==> config.mk <==
export PLATFORM = sky130hd
export DESIGN_NAME = ps2_rx_ctrl_flat
export DESIGN_NICKNAME = d
export VERILOG_FILES = /design/src/rtl/ps2_pkg.sv /design/src/rtl/ps2_rx_ctrl_if.sv /design/src/rtl/ps2_evt_fifo.sv /design/src/rtl/ps2_rx_ctrl.sv /design/src/flat_wrapper.sv
export SDC_FILE = /design/constraint.sdc
export NUM_CORES = 1
export LEC_CHECK = 0
export BUFFER_PORTS_ARGS = -buffer_cell sky130_fd_sc_hd__buf_2
export CORE_MARGIN = 2
export CORE_UTILIZATION = 41
export CTS_BUF_LIST = sky130_fd_sc_hd__clkbuf_16
export CTS_CLUSTER_SIZE = 12
export DETAILED_ROUTE_END_ITERATION = 8
export PLACE_DENSITY = 0.61
export SLEW_MARGIN = 20
export SYNTH_ARGS = -nofsm -noshare
export SYNTH_HDL_FRONTEND = slang
export SYNTH_SLANG_ARGS = --single-unit
==> constraint.sdc <==
create_clock -name clk -period 2.6 [get_ports clk]
set_clock_uncertainty 0.05 [all_clocks]
set_input_delay 0.65 -clock clk [delete_from_list [all_inputs] [get_ports clk]]
set_output_delay 0.65 -clock clk [all_outputs]
set_load 0.02 [all_outputs]
==> src/rtl/ps2_pkg.sv <==
// Shared types and constants for the PS/2 keyboard receiver.
// Holds the receive FSM state enum, the scan-code prefix bytes and the key-event record.
package ps2_pkg;

  typedef enum logic [2:0] {
    ST_IDLE,
    ST_DATA,
    ST_PARITY,
    ST_STOP,
    ST_DECODE
  } ps2_state_e;

  localparam logic [7:0] PS2_EXT_CODE = 8'hE0;
  localparam logic [7:0] PS2_BRK_CODE = 8'hF0;

  typedef struct packed {
    logic       ext;
    logic       brk;
    logic [7:0] code;
  } ps2_evt_t;

  // PS/2 frames use odd parity over the eight data bits plus the parity bit.
  function automatic logic odd_parity_ok(input logic [7:0] data, input logic parity);
    return ^{data, parity};
  endfunction

endpackage

==> src/rtl/ps2_rx_ctrl_if.sv <==
// Key-event handshake and status bundle between the PS/2 receiver and its consumer.
// master = receiver side, slave = consumer side.
interface ps2_rx_ctrl_if;

  logic       evt_valid;
  logic       evt_ready;
  logic [7:0] evt_code;
  logic       evt_break;
  logic       evt_ext;
  logic       frame_err;
  logic       overflow;

  modport master (
    output evt_valid,
    output evt_code,
    output evt_break,
    output evt_ext,
    output frame_err,
    output overflow,
    input  evt_ready
  );

  modport slave (
    input  evt_valid,
    input  evt_code,
    input  evt_break,
    input  evt_ext,
    input  frame_err,
    input  overflow,
    output evt_ready
  );

endinterface

==> src/rtl/ps2_evt_fifo.sv <==
// Key-event FIFO (power-of-two depth); head is zero whenever the FIFO is empty.
// A push into a full FIFO is accepted only when a pop happens in the same cycle.
module ps2_evt_fifo
  import ps2_pkg::*;
#(
  parameter int FIFO_DEPTH = 4
) (
  input  logic     clk,
  input  logic     rst,
  input  logic     push,
  input  ps2_evt_t push_data,
  input  logic     pop,
  output ps2_evt_t head,
  output logic     full,
  output logic     empty
);

  localparam int             AW       = $clog2(FIFO_DEPTH);
  localparam logic [AW:0]    CNT_ONE  = (AW + 1)'(1);
  localparam logic [AW:0]    CNT_FULL = (AW + 1)'(FIFO_DEPTH);
  localparam logic [AW-1:0]  PTR_ONE  = AW'(1);

  ps2_evt_t      mem [FIFO_DEPTH];
  logic [AW-1:0] wr_ptr_reg, wr_ptr_next;
  logic [AW-1:0] rd_ptr_reg, rd_ptr_next;
  logic [AW:0]   count_reg,  count_next;
  logic          push_ok;
  logic          pop_ok;

  assign empty   = (count_reg == '0);
  assign full    = (count_reg == CNT_FULL);
  assign pop_ok  = pop && !empty;
  assign push_ok = push && (!full || pop_ok);
  assign head    = empty ? '0 : mem[rd_ptr_reg];

  always_ff @(posedge clk) begin
    if (push_ok) begin
      mem[wr_ptr_reg] <= push_data;
    end
  end

  always_comb begin
    wr_ptr_next = wr_ptr_reg;
    rd_ptr_next = rd_ptr_reg;
    count_next  = count_reg;
    if (push_ok) begin
      wr_ptr_next = wr_ptr_reg + PTR_ONE;
    end
    if (pop_ok) begin
      rd_ptr_next = rd_ptr_reg + PTR_ONE;
    end
    case ({push_ok, pop_ok})
      2'b10:   count_next = count_reg + CNT_ONE;
      2'b01:   count_next = count_reg - CNT_ONE;
      default: count_next = count_reg;
    endcase
  end

  always_ff @(posedge clk or negedge rst) begin
    if (!rst) begin
      wr_ptr_reg <= '0;
      rd_ptr_reg <= '0;
      count_reg  <= '0;
    end else begin
      wr_ptr_reg <= wr_ptr_next;
      rd_ptr_reg <= rd_ptr_next;
      count_reg  <= count_next;
    end
  end

endmodule

==> src/rtl/ps2_rx_ctrl.sv <==
// PS/2 keyboard receiver: synchronizes the raw lines, deframes bytes, folds E0/F0 prefixes
// into key events and queues them. Define PS2_PARITY_CHK_EN to reject frames with bad parity.
module ps2_rx_ctrl
  import ps2_pkg::*;
#(
  parameter int TIMEOUT_CYC = 10000,
  parameter int FIFO_DEPTH  = 4
) (
  input  logic               clk,
  input  logic               rst,
  input  logic               PS2_CLK,
  input  logic               PS2_DATA,
  ps2_rx_ctrl_if.master      evt
);

  localparam int             TMO_W   = $clog2(TIMEOUT_CYC);
  localparam logic [TMO_W-1:0] TMO_LAST = TMO_W'(TIMEOUT_CYC - 1);
  localparam logic [TMO_W-1:0] TMO_ONE  = TMO_W'(1);

  // Stage 2 of the clock chain is the synchronized level; stage 3 exists only for the edge compare.
  logic [2:0]       ps2_clk_sync_reg;
  logic [1:0]       ps2_data_sync_reg;
  logic             edge_strobe;
  logic             data_bit;

  ps2_state_e       state_reg,   state_next;
  logic [2:0]       bit_cnt_reg, bit_cnt_next;
  logic [7:0]       shift_reg,   shift_next;
  logic             parity_reg,  parity_next;
  logic [TMO_W-1:0] tmo_cnt_reg, tmo_cnt_next;
  logic             ext_reg,     ext_next;
  logic             brk_reg,     brk_next;
  logic             frame_err_reg, frame_err_next;
  logic             overflow_reg,  overflow_next;
  logic             tmo_hit;
  logic             abort;
  logic             push_req;

  ps2_evt_t         push_evt;
  ps2_evt_t         head_evt;
  logic             fifo_full;
  logic             fifo_empty;
  logic             pop;

  assign edge_strobe = ps2_clk_sync_reg[2] && !ps2_clk_sync_reg[1];
  assign data_bit    = ps2_data_sync_reg[1];
  assign tmo_hit     = (tmo_cnt_reg == TMO_LAST);
  assign pop         = !fifo_empty && evt.evt_ready;
  assign push_evt    = '{ext: ext_reg, brk: brk_reg, code: shift_reg};

  always_ff @(posedge clk or negedge rst) begin
    if (!rst) begin
      ps2_clk_sync_reg  <= '1;
      ps2_data_sync_reg <= '1;
    end else begin
      ps2_clk_sync_reg  <= {ps2_clk_sync_reg[1:0], PS2_CLK};
      ps2_data_sync_reg <= {ps2_data_sync_reg[0], PS2_DATA};
    end
  end

`ifndef PS2_PARITY_CHK_EN
  // Parity bit is captured but intentionally not acted on in this build.
  logic parity_unused;
  assign parity_unused = parity_reg;
`endif

  always_comb begin
    state_next     = state_reg;
    bit_cnt_next   = bit_cnt_reg;
    shift_next     = shift_reg;
    parity_next    = parity_reg;
    ext_next       = ext_reg;
    brk_next       = brk_reg;
    frame_err_next = 1'b0;
    push_req       = 1'b0;
    abort          = 1'b0;
    tmo_cnt_next   = (edge_strobe || state_reg == ST_IDLE) ? '0 : tmo_cnt_reg + TMO_ONE;

    unique case (state_reg)
      ST_IDLE: begin
        bit_cnt_next = '0;
        if (edge_strobe && !data_bit) begin
          state_next = ST_DATA;
        end
      end
      ST_DATA: begin
        if (edge_strobe) begin
          shift_next   = {data_bit, shift_reg[7:1]};
          bit_cnt_next = bit_cnt_reg + 3'd1;
          if (bit_cnt_reg == 3'd7) begin
            state_next = ST_PARITY;
          end
        end else if (tmo_hit) begin
          abort = 1'b1;
        end
      end
      ST_PARITY: begin
        if (edge_strobe) begin
          parity_next = data_bit;
          state_next  = ST_STOP;
        end else if (tmo_hit) begin
          abort = 1'b1;
        end
      end
      ST_STOP: begin
        if (edge_strobe) begin
          if (data_bit) begin
            state_next = ST_DECODE;
          end else begin
            frame_err_next = 1'b1;
            ext_next       = 1'b0;
            brk_next       = 1'b0;
            state_next     = ST_IDLE;
          end
        end else if (tmo_hit) begin
          abort = 1'b1;
        end
      end
      ST_DECODE: begin
        state_next = ST_IDLE;
`ifdef PS2_PARITY_CHK_EN
        if (!odd_parity_ok(shift_reg, parity_reg)) begin
          frame_err_next = 1'b1;
          ext_next       = 1'b0;
          brk_next       = 1'b0;
        end else
`endif
        if (shift_reg == PS2_EXT_CODE) begin
          ext_next = 1'b1;
        end else if (shift_reg == PS2_BRK_CODE) begin
          brk_next = 1'b1;
        end else begin
          push_req = 1'b1;
          ext_next = 1'b0;
          brk_next = 1'b0;
        end
      end
      default: state_next = ST_IDLE;
    endcase

    if (abort) begin
      frame_err_next = 1'b1;
      ext_next       = 1'b0;
      brk_next       = 1'b0;
      shift_next     = '0;
      state_next     = ST_IDLE;
    end

    overflow_next = push_req && fifo_full && !pop;
  end

  always_ff @(posedge clk or negedge rst) begin
    if (!rst) begin
      state_reg     <= ST_IDLE;
      bit_cnt_reg   <= '0;
      shift_reg     <= '0;
      parity_reg    <= 1'b0;
      tmo_cnt_reg   <= '0;
      ext_reg       <= 1'b0;
      brk_reg       <= 1'b0;
      frame_err_reg <= 1'b0;
      overflow_reg  <= 1'b0;
    end else begin
      state_reg     <= state_next;
      bit_cnt_reg   <= bit_cnt_next;
      shift_reg     <= shift_next;
      parity_reg    <= parity_next;
      tmo_cnt_reg   <= tmo_cnt_next;
      ext_reg       <= ext_next;
      brk_reg       <= brk_next;
      frame_err_reg <= frame_err_next;
      overflow_reg  <= overflow_next;
    end
  end

  ps2_evt_fifo #(
    .FIFO_DEPTH (FIFO_DEPTH)
  ) u_fifo (
    .clk       (clk),
    .rst       (rst),
    .push      (push_req),
    .push_data (push_evt),
    .pop       (pop),
    .head      (head_evt),
    .full      (fifo_full),
    .empty     (fifo_empty)
  );

  assign evt.evt_valid = !fifo_empty;
  assign evt.evt_code  = head_evt.code;
  assign evt.evt_break = head_evt.brk;
  assign evt.evt_ext   = head_evt.ext;
  assign evt.frame_err = frame_err_reg;
  assign evt.overflow  = overflow_reg;

endmodule

==> src/flat_wrapper.sv <==
// flat-port wrapper written by rule: the top's interface ports become plain ports
module ps2_rx_ctrl_flat import ps2_pkg::*;
#(
  parameter int TIMEOUT_CYC = 10000,
  parameter int FIFO_DEPTH  = 4
)
  (clk, rst, PS2_CLK, PS2_DATA, evt_evt_valid, evt_evt_code, evt_evt_break, evt_evt_ext, evt_frame_err, evt_overflow, evt_evt_ready);
  ps2_rx_ctrl_if evt_i ();
  input  logic clk;
  input  logic rst;
  input  logic PS2_CLK;
  input  logic PS2_DATA;
  output wire logic [$bits(evt_i.evt_valid)-1:0] evt_evt_valid;
  output wire logic [$bits(evt_i.evt_code)-1:0] evt_evt_code;
  output wire logic [$bits(evt_i.evt_break)-1:0] evt_evt_break;
  output wire logic [$bits(evt_i.evt_ext)-1:0] evt_evt_ext;
  output wire logic [$bits(evt_i.frame_err)-1:0] evt_frame_err;
  output wire logic [$bits(evt_i.overflow)-1:0] evt_overflow;
  input wire logic [$bits(evt_i.evt_ready)-1:0] evt_evt_ready;
  assign evt_evt_valid = evt_i.evt_valid;
  assign evt_evt_code = evt_i.evt_code;
  assign evt_evt_break = evt_i.evt_break;
  assign evt_evt_ext = evt_i.evt_ext;
  assign evt_frame_err = evt_i.frame_err;
  assign evt_overflow = evt_i.overflow;
  assign evt_i.evt_ready = evt_evt_ready;
  ps2_rx_ctrl #(.TIMEOUT_CYC(TIMEOUT_CYC), .FIFO_DEPTH(FIFO_DEPTH)) u_core (.clk(clk), .rst(rst), .PS2_CLK(PS2_CLK), .PS2_DATA(PS2_DATA), .evt(evt_i));
endmodule
# Word level (Yosys, flattened, before mapping)
# Memories as Yosys holds them, arrays and structs flattened.
# Cells that the tools add are included.
[totals] mem_count=1 ram_bits=40 register_bits=44 inputBits=5
[memory_table] name="u_core.u_fifo.mem" depth=4 width=10 read_ports=1 rd_clocked_by_memory_dff=0 write_ports=1 line_no="ps2_evt_fifo.sv:23" text="ps2_evt_t mem [FIFO_DEPTH];"
[op_classes] mux=38 n_eq_ne=20 n_reduce_logical=27 n_addsub=6
[ops] op="3-bit 2-to-1 mux" n=8
[ops] op="8-bit 2-to-1 mux" n=3
[ops] op="1-bit 2-to-1 mux" n=20
[ops] op="8-bit == test, second input constant" n=2
[ops] op="14-bit by 1-bit adder with 14-bit output, second input constant" n=1
[ops] op="14-bit == test, second input constant" n=1
[ops] op="14-bit 2-to-1 mux" n=1
[ops] op="3-bit by 1-bit inequality test with 1-bit output, second input constant" n=4
[ops] op="3-bit one-hot mux with 2 select lines" n=2
[ops] op="3-bit one-hot mux with 4 select lines" n=1
[ops] op="10-bit 2-to-1 mux" n=1
[ops] op="3-bit == test, second input constant" n=3
[ops] op="4-bit AND reduction" n=2
[ops] op="2-bit nonzero test" n=4
[ops] op="1-bit logical AND" n=7
[ops] op="3-bit by 1-bit adder with 3-bit output, second input constant" n=2
[ops] op="3-bit by 2-bit == test with 1-bit output, second input constant" n=2
[ops] op="3-bit logical NOT" n=2
[ops] op="3-bit by 2-bit inequality test with 1-bit output, second input constant" n=2
[ops] op="1-bit logical NOT" n=5
[ops] op="5-bit AND reduction" n=1
[ops] op="2-bit by 1-bit adder with 2-bit output, second input constant" n=2
[ops] op="4-bit by 2-bit inequality test with 1-bit output, second input constant" n=1
[ops] op="1-bit one-hot mux with 2 select lines" n=2
[ops] op="10 further kinds" n=12

# Longest topological paths before layout
[depth] word_depth=8 mapped_depth=9

# Hierarchy
# A second synthesis with hierarchy kept.
[hier_totals] hier_cells=270 hier_area_um2=3733.6
[by_module_without_submodules] mod="ps2_evt_fifo" instances=1 area_each_um2=2033.2 seq_area_each_um2=1376.3 cells_each=117
[by_module_without_submodules] mod="ps2_rx_ctrl" instances=1 area_each_um2=1700.4 seq_area_each_um2=932.1 cells_each=153

# Worst setup path after synthesis
# Ideal clock, no wire load.
[synth_path] path_kind="register to register" from="reg u_core.shift_reg[1]" to="reg u_core.u_fifo.count_reg[1]" required_time_ns=2.456 stages_incl_launch_ff=8 period_less_slack_ns=2.217 arrival_time_ns=2.073 slack_ns=0.383 cell_sequence="dfrtp_1 > nor3_1 > a21oi_4 > nand2b_1 > fa_1 > inv_1 > o211ai_1 > a221oi_2"
[synth_via] elab_chain_len=7 elab_cells_between_ends=10
[synth_lines] item="from (decl)" line_no="ps2_rx_ctrl.sv:28" text="logic [7:0] shift_reg, shift_next;"
[synth_lines] item="from (signal assigned)" line_no="ps2_rx_ctrl.sv:166" text="shift_reg <= shift_next;"
[synth_lines] item="8-bit == test" line_no="ps2_rx_ctrl.sv:130" text="end else if (shift_reg == PS2_BRK_CODE) begin"
[synth_lines] item="1-bit 2-to-1 mux" line_no="ps2_rx_ctrl.sv:130"
[synth_lines] item="1-bit 2-to-1 mux *" line_no="ps2_rx_ctrl.sv:128" text="if (shift_reg == PS2_EXT_CODE) begin"
[synth_lines] item="1-bit 2-to-1 mux *" line_no="ps2_rx_ctrl.sv:79" text="unique case (state_reg)"
[synth_lines] item="1-bit logical AND *" line_no="ps2_evt_fifo.sv:33" text="assign push_ok = push && (!full || pop_ok);"
[synth_lines] item="2-bit by 1-bit == test with 1-bit output or 2-bit == test (tied branches)" line_no="ps2_evt_fifo.sv:52" text="case ({push_ok, pop_ok})"
[synth_lines] item="3-bit one-hot mux with 2 select lines or 2-bit nonzero test (tied branches)"
[synth_lines] item="to (signal assigned)" line_no="ps2_evt_fifo.sv:67" text="count_reg <= count_next;"
[synth_lines] item="to (decl)" line_no="ps2_evt_fifo.sv:26" text="logic [AW:0] count_reg, count_next;"
# Every way passes the cells marked *; elsewhere a longest branch is shown, timed or not.
# A chain may end at the register's enable or synchronous reset.

# Worst setup path after layout
[layout_path] from="reg u_core.u_fifo.rd_ptr_reg[0]" to="out evt_evt_code[7]"
[layout_via] elab_chain_len=2
[layout_lines] item="from (decl)" line_no="ps2_evt_fifo.sv:25" text="logic [AW-1:0] rd_ptr_reg, rd_ptr_next;"
[layout_lines] item="from (signal assigned)" line_no="ps2_evt_fifo.sv:66" text="rd_ptr_reg <= rd_ptr_next;"
[layout_lines] item="memory read 4 x 10 bit"
[layout_lines] item="10-bit 2-to-1 mux" line_no="ps2_evt_fifo.sv:34" text="assign head = empty ? '0 : mem[rd_ptr_reg];"
[layout_lines] item="to (decl)" line_no="flat_wrapper.sv:14" text="output wire logic [$bits(evt_i.evt_code)-1:0] evt_evt_code;"
# No other way between the ends.

==> impl_results.md <==
* CTS tree: yes
* Max H-tree Level at 3
* I/O pin count at 18
* Most frequent cell after synthesis: edfxtp_1
* FF-to-FF End: u_core.u_fifo.count_reg[1]
* Final Cell Area at around 4200 um2
* Worst R2R Start: u_core.state_reg[0]
* Sequential cell area at approximately 2300 um2
* Root Buffer: clkbuf_16
* Post-route ant nets at 0
* Die Y at between 90 and 100 um
* Pwr per Cell Area at around 1000 nW/um2
* Port Buffers at 17
* Register bit total from synthesis at 84
* Status: completed
* Lkg Pwr at ~1.6 nW
* Total Routed Length at 6510 um
* Commonest cells in the netlist: edfxtp_1, dfrtp_1, nor2_1
* EDFF count, synth at 40
* Kind of critical path: flip-flop to output pin
* Sequential area share after synthesis at between 60% and 70%
* Fmax at approximately 400 MHz
* Max Slew Vio Count at 0
* Yosys cell types at between 50 and 60
* Worst reg2reg path depth at 7
* WL/cell at between 15 and 20 um
* Hold buffers post-CTS at 0
* Number of global-route vias before repair at 2201
* # Post-CTS Setup Buffers at 0
* Clock sinks at 84
* Fin crit period at around 2.5 ns
* Pin count of the biggest net entering global routing at 18
* Ys async rst share at roughly 52%
* Post-DP HPWL at 4330 um
* Gate count of the mapped netlist at 270
* GRT Total Usage at 14.7%
* First-pass DRT Iterations at 4
* Synthesis-to-finish area growth at 14.0%
* Die ar. at 9860 um2
* Worst hold slack at 0.144 ns
* GPL Wtd Cong at 0.759
* Crit end category: output pin
* Startpoint types: flip-flop
* Syn Nets at roughly 280
* Worst R2R Setup Slack at approximately 0.29 ns
* Post-synth top area share at around 32%
* GR Overflow Total at 0
* Max-Cap Viols at 0
* Vias at 2168
* Worst min path class: input port to async pin
* First-pass GRT wire length at 11100 um
* TNS Setup at 0 ns
* DRC viols at 0
* RSZ-0062 raised after global routing: false
* Syn avg cell area at roughly 14 um2
* Initial antenna violation count at 0
* Max FFs per register at 40
* Crit-path max FO at 12
* Synth area leaders: edfxtp_1, dfrtp_1, mux4_2
* Initial Util at ~42%
* Tcrit/Tclk final at between 90% and 100%
* Share of cells above drive strength 1 at 23.4%
* Top FF cell, synth: edfxtp_1
* Most area-hungry cell type in the Yosys netlist: edfxtp_1
* Peak supply drop at a little over 0.0004 V
* Clock tree buffer depth at 2
* Rows at 34
* Number of diodes at 0
* CTS Buf Count at 9
* Via density per instance at between 5 and 6
* Filler cells at about 770
* Max-slew headroom at 56.7%
* Synth warn at 0
* # setup viols final at 0
* Worst Path Required at approximately 1.9 ns
* Die Span X at 99.3 um
* Critical path data arrival time at approximately 1.8 ns
* Post-CTS Resized at 0
* Fin. Hold Viols at 0
* Nets@finish at 311
* Clock Pin Slew Worst Setup and Hold Paths at around 0.060 ns
* Area occupied by multi-input gates at roughly 1300 um2
* Core Region at about 9000 um2
* Slew @ Worst Pin at about 0.65 ns
* Mapped Area at between 3000 and 4000 um2
* Detailed Route Iter0 Violations at approximately 90
* Placed Area at ~4000 um2
* Worst-Skew Late Latency at about 0.33 ns
==> cells by family after synthesis <==
group                    synth area share [%]
AO/OA/AOI/OAI                            7.13
multiplexers                             8.81
adder cells (fa/ha/maj)                  2.89
AND/OR/NAND/NOR                          13.4
flip-flops                               62.0
buffers and inverters                    2.45
XOR/XNOR                                 3.29
==> placed cells by master, fill, tap and decap left out, drive strengths merged, types with 3 or more instances in the layout <==
cell     n
nor4     4
o21ai    8
mux4    10
o211ai   3
mux2i    8
nand3    6
or3      6
a22o     5
nor3     7
nor2    25
buf     27
dfstp    5
and3     3
and2    15
a21oi    8
xnor2    9
inv     13
ha       7
clkbuf   9
dfrtp   39
edfxtp  40
xor2     5
nand2   10
==> area by class of cell <==
type,instances,share of cell area (%)
clock buffer,9,5.31
clock inverter,7,1.27
inverter,10,0.885
multi-input combinational,166,31.2
sequential,84,54.4
tap,108,3.18
timing repair buffer,27,3.77
==> routing by layer <==
layer / global-route usage (%) / vias up / wire length [um]
met5: 0 / - / 0
met4: 5.27 / 0 / 116
met3: 4.01 / 10 / 204
met2: 23.5 / 30 / 3150
met1: 19.5 / 1080 / 3030
li1: - / 1048 / -
==> metrics by stage <==
stage                     setup WS, ns  instances  power [W]  util, %
after floorplan                  0.383        270    0.00268        -
after global placement           0.353        395    0.00300     45.2
after detailed placement         0.294        395    0.00304     45.2
after CTS                       0.0974        411    0.00423     48.4
after global routing            0.0256        411    0.00443     48.4
final                            0.124        411    0.00417     48.4
==> worst max-delay path, cell delays in order (launching register included) <==
cell	delay (ns)
dfrtp_1	0.32
buf_4	0.25
mux4_2	0.55
and2_1	0.17
buf_2	0.15
==> worst max path at each step <==
stage                                      startpoint                    endpoint  slack [ns]  cells after the start
after global routing      u_core.u_fifo.rd_ptr_reg[0]             evt_evt_code[7]        0.03                      4
after detailed placement          u_core.state_reg[0]  u_core.u_fifo.count_reg[1]        0.29                      7
after CTS                 u_core.u_fifo.rd_ptr_reg[0]             evt_evt_code[7]         0.1                      4
final                     u_core.u_fifo.rd_ptr_reg[0]             evt_evt_code[7]        0.12                      4
after floorplan                   u_core.shift_reg[1]  u_core.u_fifo.count_reg[1]        0.38                      7
after global placement            u_core.state_reg[0]  u_core.u_fifo.count_reg[1]        0.35                      7
==> power by group <==
| group | switching (W) | total (W) | internal [W] |
|---|---|---|---|
| combinational | 0.000605 | 0.00114 | 0.000532 |
| clock | 0.000514 | 0.00117 | 0.000652 |
| sequential | 0.000245 | 0.00187 | 0.00162 |
(Power assumes the default switching activity.)
